<file path="config.mk">
export PLATFORM = sky130hd
export DESIGN_NAME = ram_sequencer
export DESIGN_NICKNAME = d
export VERILOG_FILES = /design/src/rtl/ram_sequencer.sv
export SDC_FILE = /design/constraint.sdc
export NUM_CORES = 1
export LEC_CHECK = 0
export CAP_MARGIN = 20
export CORE_MARGIN = 3
export CORE_UTILIZATION = 40
export CTS_CLUSTER_DIAMETER = 150
export DETAILED_ROUTE_END_ITERATION = 10
export GPL_TIMING_DRIVEN = 0
export HOLD_SLACK_MARGIN = 0.03
export SLEW_MARGIN = 10
export SYNTH_ARGS = -nofsm -noshare
export SYNTH_HDL_FRONTEND = slang
export SYNTH_SLANG_ARGS = --single-unit
export TNS_END_PERCENT = 20
</file>
<file path="constraint.sdc">
create_clock -name clk -period 1.85 [get_ports clk]
set_input_delay 0.555 -clock clk [delete_from_list [all_inputs] [get_ports clk]]
set_output_delay 0.555 -clock clk [all_outputs]
set_load 0.05 [all_outputs]
</file>
<file path="src/rtl/ram_sequencer.sv">
// rtl/ram_sequencer.sv - scan/edit address and write sequencer for the 4x2 RAM demo
module ram_sequencer_debounce #(
    parameter int DEBOUNCE = 500_000
) (
    input  logic clk,
    input  logic reset,
    input  logic raw,
    output logic press
);
    localparam int CW = (DEBOUNCE > 2) ? $clog2(DEBOUNCE) : 1;
    localparam logic [CW-1:0] CNT_LAST = CW'(DEBOUNCE - 1);

    logic          s1;
    logic          s;
    logic          level;
    logic [CW-1:0] cnt;

    always_ff @(posedge clk) begin
        if (reset) begin
            s1    <= 1'b0;
            s     <= 1'b0;
            level <= 1'b0;
            cnt   <= '0;
            press <= 1'b0;
        end else begin
            s1    <= raw;
            s     <= s1;
            press <= 1'b0;
            if (s == level) begin
                cnt <= '0;
            end else if (cnt == CNT_LAST) begin
                level <= s;
                cnt   <= '0;
                // Only the rising acceptance strobes; a release is silent.
                press <= s;
            end else begin
                cnt <= cnt + CW'(1);
            end
        end
    end
endmodule

module ram_sequencer #(
    parameter int N        = 4,
    parameter int M        = 2,
    parameter int DWELL    = 50_000_000,
    parameter int DEBOUNCE = 500_000
) (
    input  logic         clk,
    input  logic         reset,
    input  logic         btn_mode,
    input  logic         btn_write,
    input  logic [N-1:0] sw_data,
    output logic         WE,
    output logic [M-1:0] A,
    output logic [N-1:0] WD,
    output logic         mode
);
    localparam int DW = (DWELL > 2) ? $clog2(DWELL) : 1;
    localparam logic [DW-1:0] DWELL_LAST = DW'(DWELL - 1);

    typedef enum logic [1:0] {
        SCAN  = 2'd0,
        EDIT  = 2'd1,
        WRITE = 2'd2
    } state_t;

    state_t        state;
    state_t        state_nx;
    logic [DW-1:0] dwell;
    logic [DW-1:0] dwell_nx;
    logic [M-1:0]  a_nx;
    logic [N-1:0]  wd_nx;
    logic          mode_press;
    logic          write_press;

    ram_sequencer_debounce #(.DEBOUNCE(DEBOUNCE)) u_db_mode (
        .clk   (clk),
        .reset (reset),
        .raw   (btn_mode),
        .press (mode_press)
    );

    ram_sequencer_debounce #(.DEBOUNCE(DEBOUNCE)) u_db_write (
        .clk   (clk),
        .reset (reset),
        .raw   (btn_write),
        .press (write_press)
    );

    always_comb begin
        state_nx = state;
        dwell_nx = dwell;
        a_nx     = A;
        wd_nx    = WD;
        case (state)
            SCAN: begin
                // A mode press beats a coinciding dwell step.
                if (mode_press) begin
                    state_nx = EDIT;
                    dwell_nx = '0;
                end else if (dwell == DWELL_LAST) begin
                    dwell_nx = '0;
                    a_nx     = A + M'(1);
                end else begin
                    dwell_nx = dwell + DW'(1);
                end
            end
            EDIT: begin
                if (mode_press) begin
                    state_nx = SCAN;
                    dwell_nx = '0;
                end else if (write_press) begin
                    // Switches are static while the user presses, so a direct sample is safe.
                    state_nx = WRITE;
                    wd_nx    = sw_data;
                end
            end
            WRITE: begin
                state_nx = EDIT;
                a_nx     = A + M'(1);
            end
            default: begin
                state_nx = SCAN;
                dwell_nx = '0;
            end
        endcase
    end

    always_ff @(posedge clk) begin
        if (reset) begin
            state <= SCAN;
            dwell <= '0;
            A     <= '0;
            WD    <= '0;
            WE    <= 1'b0;
        end else begin
            state <= state_nx;
            dwell <= dwell_nx;
            A     <= a_nx;
            WD    <= wd_nx;
            WE    <= (state_nx == WRITE);
        end
    end

    assign mode = (state != SCAN);
endmodule
</file>
==> results of run 1 <==
## flip-flops by register name, indices dropped and copies added, names as in the netlist
register / flops
A: 2
WD: 4
WE: 1
dwell: 26
state: 2
u_db_mode.cnt: 19
u_db_mode.level: 1
u_db_mode.press: 1
u_db_mode.s: 1
u_db_mode.s1: 1
u_db_write.cnt: 19
u_db_write.level: 1
u_db_write.press: 1
u_db_write.s: 1
u_db_write.s1: 1
## metal layers
metal | GRT usage (%) | wire length, um | vias up | share of wire, %
met1 | 18.80 | 3307 | 1271 | 50
met3 | 5.003 | 211 | 5 | 3.2
met2 | 24.87 | 3057 | 27 | 46
met4 | 4.249 | 74 | 0 | 1.1
met5 | 0 | 0 | - | 0
li1 | - | - | 1392 | -
## worst max-delay path by stage
stage / slack [ns] / start / cells after the start / to
final: 0.03 / u_db_mode.cnt[0] / 8 / u_db_mode.cnt[18]
after global routing: -0.09 / dwell[13] / 6 / dwell[21]
after CTS: -0.08 / state[1] / 2 / mode
after detailed placement: -0.40 / reset / 4 / WD[3]
after global placement: -0.40 / reset / 4 / A[0]
after floorplan: 0.003 / u_db_mode.cnt[0] / 8 / u_db_mode.cnt[15]
## stage by stage
stage	hold WS, ns	power (uW)	setup slack, ns	setup TNS (ns)	instance area [um^2]
4_1_cts	0.4524	3160	-0.08031	-0.08365	4151
3_5_place_dp	0.4282	1869	-0.3967	-16.88	3840
6_report	0.4465	3100	0.02554	0	4180
3_3_place_gp	0.4249	1868	-0.4039	-16.63	3840
2_1_floorplan	0.4138	1839	0.003356	0	3558
5_1_grt	0.4691	3238	-0.08832	-1.778	4180
## logic make-up after synthesis
logic type      Yosys count  synth area share, %
mux                       7                1.975
compound gates            5               0.9170
xor+xnor                 61                15.06
fa+ha+maj                 3                1.058
flops                    81                45.70
buf+inv                  24                2.962
simple gates            216                32.33
## where the power goes
group / switching (uW) / leakage, uW / internal [uW]
clock: 624 / 0.0000909 / 650
combinational: 37.0 / 0.000675 / 35.2
sequential: 8.69 / 0.000662 / 1740
## Yosys cell counts (all sizes together)
library cell / instances
and2: 2
and3: 10
or3: 2
xnor2: 34
mux2i: 7
dfxtp: 81
nor4b: 4
nand2: 21
nor2: 82
a22oi: 1
xor2: 27
nand4: 13
ha: 3
nand2b: 2
inv: 9
or4: 2
a21oi: 2
or2: 2
nor3: 13
clkbuf: 7
nor4bb: 2
nand3: 27
nor2b: 10
a31oi: 1
buf: 8
o41ai: 1
or3b: 1
nor4: 16
and4: 7
## area by class of cell
| class | count | area (um^2) |
|---|---|---|
| clock buffers | 10 | 137.6 |
| multi-input cells | 292 | 1936 |
| clock inverters | 4 | 53.80 |
| inverters | 9 | 33.78 |
| fillers | 824 | 4243 |
| well taps | 105 | 131.4 |
| repair buffers | 15 | 128.9 |
| flip-flops and latches | 81 | 1652 |
| plain buffers | 13 | 107.6 |
## cells in the final DEF, fill, tap and decap left out, types with 3 or more instances in the layout
cell and count:
clkbuf_2 3, nor2_2 4, mux2i_1 7, nand3_1 26, nand2_1 20, clkdlybuf4s50_1 7, inv_1 9, dlygate4sd2_1 5
clkbuf_8 10, xor2_1 27, and4_1 6, nor2b_1 10, dfxtp_2 6, dfxtp_1 69, nor3_1 12, nand4_1 11
and3_1 10, nor4b_1 3, buf_6 3, nor4_2 6, nor4_1 8, xnor2_1 34, clkbuf_1 3, dfxtp_4 6
nor2_1 78
## repair_timing
item / in CTS / in global routing
pin swaps: 3 / 0
gates resized for setup: 46 / 20
hold buffers: 0 / 0
cloned: 0 / 0
setup endpoints to repair: 66 / 56
==> summary.txt, run 1 <==
max_slew headroom = 63.33%
drt first pass iters = 4
synthesized cell area = 3548 um^2
outcome = finished clean
vias = 2,695
worst-path fanout max = 10
ANT cells = 0
total congestion overflow = 0
family with the most delay on the worst path = simple AND/OR/NAND/NOR gates
H-tree levels = 3
Total GRT Usage = 15.07%
initial antenna violation count = 0
area growth from synthesis to layout = 17.81%
worst path required time = 2.09 ns
DP HPWL = 4580 um
fin cells = 529
die area = 10,040 um^2
Die X = 100.2 um
clock-pin slew on the worst setup and hold paths = 0.08 ns
placed insts = 517
Endpoint, Worst Hold = u_db_mode.s
Final nets = 432
syn_area_per_cell = 8.938 um^2
via count of the first global-routing pass = 2,775
#FFs+latches synth = 81
worst vdd ir = 0.3401 mV
hold_sp = u_db_mode.s1
global-route wire length before repair = 12,350 um
DR iter-0 viols = 65
critical path capture point type = flip-flop
area share of the largest cell type after synthesis = 45.70%
critical path class = flip-flop to flip-flop
num ports = 16
RSZ-0062 raised after global routing = true
GP Congestion = 0.7720
largest net degree at the start of global routing = 20
Lkg Pwr = 0.001428 uW
Die Y = 100.2 um
Tmin final = 1.824 ns
Max-Cap Viols = 0
r2r setup slk = 0.03 ns
Worst setup SP type = flip-flop
DR WL/cell = 12.57 um
share of layout cells above drive strength 1 = 15.33%
Yosys top cell by area = dfxtp_1
setup repair bufs after CTS = 0
clk sinks = 81
post-synthesis sequential area ratio = 45.70%
crit-path most repeated cell = buf_8
power per cell area = 741.6 nW/um^2
critical-path cell with the highest stage delay = or4_4
Clock Latency Late Sink = 0.34 ns
Max Freq = 548.1 MHz
worst-case clock buffer depth = 2
num rows = 33
Core Region = 8423 um^2
Buf/Inv on CP = 2
DRT Wirelength = 6650 um
DRC violations left = 0
Post-Route Utilization = 49.63%
ANT nets after route = 0
R2R depth = 8
worst-margin pin slew = 0.5501 ns
Port Buf Inserts = 15
Slew Viols, Final = 0
cell breakdown of the critical path = ha_4, and4_4, nand3_1, or4_4, buf_8, nand2_8, buf_8, nor2_1
Final Hold Vio Count = 0
Synth Instances = 397
synth unique cells = 36
Worst R2R Start = u_db_mode.cnt[0]
Hold Crit Depth = 1
DR vias/cell = 5.095
CP arrival = 2.06 ns
CTS root buffer = clkbuf_8
final worst-path cycle share = 98.62%
Finish-stage setup viols = 0
Yosys warnings = 0
CTS tree = built
Initial Utilization = 42.13%
Post-Syn Nets = 408
ranking of synthesized cells by area = dfxtp_1 46%, xnor2_1 8.4%, nor2_1 8.4%
Max stage delay on crit path = 0.45 ns
Final Skew = 0.007870 ns
number of buffers created by CTS = 9
RR Endpoint = u_db_mode.cnt[18]
min-delay worst type = flip-flop to flip-flop
Note: power is estimated with default switching activity, not from simulation.
==> run 2: changes to the inputs <==
TNS_END_PERCENT = default   (was 20)
==> summary.txt, run 2 (synthesized netlist as in run 1, its figures left out) <==
Finish-stage setup viols = 0 (unchanged)
Core Region = 8423 um^2 (unchanged)
worst path required time = 2.09 ns (about the same)
Sum Neg Setup Slack = 0 ns (unchanged)
CTS root buffer = clkbuf_8
DRC violations left = 0 (unchanged)
Die Y = 100.2 um (unchanged)
total congestion overflow = 0 (unchanged)
critical path capture point type = flip-flop
family with the most delay on the worst path = simple AND/OR/NAND/NOR gates
critical-path cell with the highest stage delay = or4_4
max FFs per register = 26 (unchanged)
GP Congestion = 0.7720 (unchanged)
placed insts = 517 (unchanged)
Total GRT Usage = 14.91% (-0.16 points)
Slew Viols, Final = 0 (unchanged)
min-delay worst type = flip-flop to flip-flop
outcome = finished clean
CP arrival = 2.04 ns (-0.02 ns)
largest net degree at the start of global routing = 20 (unchanged)
Max Freq = 557.2 MHz (+1.7%)
vias = 2,695 (unchanged)
DR WL/cell = 12.61 um (+0.30%)
Tmin final = 1.795 ns (-0.02984 ns)
via count of the first global-routing pass = 2,739 (-1.3%)
Max-Cap Viols = 0 (unchanged)
Final nets = 432 (unchanged)
DRT Wirelength = 6670 um (+0.30%)
initial antenna violation count = 0 (unchanged)
fin cells = 529 (unchanged)
Clock Latency Late Sink = 0.34 ns (about the same)
worst-margin pin slew = 0.5499 ns (-0.0001383 ns)
clock-pin slew on the worst setup and hold paths = 0.08 ns (about the same)
area growth from synthesis to layout = 18.51%
global-route wire length before repair = 12,200 um (-1.2%)
die area = 10,040 um^2 (unchanged)
drt first pass iters = 4 (unchanged)
Lkg Pwr = 0.001446 uW (+1.3%)
ANT nets after route = 0 (unchanged)
num ports = 16 (unchanged)
WHS = 0.4465 ns (-0.00004100 ns)
clk sinks = 81 (unchanged)
num rows = 33 (unchanged)
most frequent cells in the layout = 78 x nor2_1, 67 x dfxtp_1, 34 x xnor2_1
pre-CTS setup slack = -0.3967 ns (unchanged)
top flop regs = dwell (26), u_db_mode.cnt (19), u_db_write.cnt (19)
Port Buf Inserts = 15 (unchanged)
Final Hold Vio Count = 0 (unchanged)
power per cell area = 735.5 nW/um^2 (-0.82%)
DR iter-0 viols = 87 (+34%)
Top reg by flops = dwell
share of layout cells above drive strength 1 = 16.75% (+1.4 points)
DP HPWL = 4580 um (unchanged)
H-tree levels = 3 (unchanged)
DR vias/cell = 5.095 (unchanged)
final worst-path cycle share = 97.01% (-1.6 points)
Worst setup SP type = flip-flop
Final WS setup = 0.05538 ns (+0.02984 ns)
worst-case clock buffer depth = 2 (unchanged)
cell breakdown of the critical path = nand4_4, or4_4, buf_6, nor4_2, xnor2_1, nor2_2
worst vdd ir = 0.3401 mV (about the same)
Post-Route Utilization = 49.93% (+0.30 points)
Buf/Inv on CP = 1 (-1)
worst-path fanout max = 9 (-1)
Die X = 100.2 um (unchanged)
critical path class = flip-flop to flip-flop
RSZ-0062 raised after global routing = true
ANT cells = 0 (unchanged)
Initial Utilization = 42.13% (unchanged)
most common cell after layout, fill and taps aside = nor2_1
CTS tree = built
Max stage delay on crit path = 0.45 ns (about the same)
max_slew headroom = 63.34% (about the same)
Final Skew = 0.007890 ns (+0.00002032 ns)
number of buffers created by CTS = 9 (unchanged)
-- run 2: changes by cell type in the layout (fill, tap and decap cells not counted), sizes merged --
| cell | change |
|---|---|
| clkbuf | -1 |
| buf | +1 |
-- run 2: routing by layer --
| layer | routed length [um] | up-vias | track usage [%] |
|---|---|---|---|
| li1 | - | 1389 | - |
| met1 | 3329 | 1269 | 18.71 |
| met2 | 3060 | 30 | 24.41 |
| met3 | 196 | 7 | 5.003 |
| met4 | 84 | 0 | 4.249 |
| met5 | 0 | - | 0 |
-- run 2: power breakdown --
part / internal (uW) / switching (uW)
clock network: 650 / 621
registers: 1740 / 8.63
logic: 34.9 / 37.2
-- run 2: worst paths after layout --
path	cells past startpoint	to	slack (ns)	from
worst min-delay path	1	u_db_mode.s	0.45	u_db_mode.s1
worst max-delay path	6	dwell[23]	0.06	dwell[8]
worst max register to register	6	dwell[23]	0.06	dwell[8]
worst min register to register	1	u_db_mode.s	0.45	u_db_mode.s1
-- run 2: area by class of cell --
type                    count  area, um^2
clock inverters             4       53.80
flip-flops and latches     81        1659
clock buffers              10       137.6
fillers                   818        4218
plain buffers              11       87.58
inverters                   9       33.78
multi-input cells         292        1958
repair buffers             17       143.9
well taps                 105       131.4
-- run 2: worst reg2reg max path: stages, from the launching register on --
cell     delay (ns)
dfxtp_4        0.41
nand4_4        0.19
or4_4          0.46
buf_6          0.16
nor4_2         0.28
xnor2_1        0.17
nor2_2         0.04
-- run 2: metrics by stage --
step / power (uW) / area (um^2)
final: 3093 / 4205
after global routing: 3232 / 4205
after CTS: 3159 / 4104
after detailed placement: 1869 / 3840
after global placement: 1868 / 3840
after floorplan: 1839 / 3558
-- run 2: timing repair --
item,CTS,global route
gates resized for setup,38,35
pin swaps,3,3
gates cloned,0,0
hold buffers,0,0
buffers inserted,0,2
setup endpoints to repair,66,63
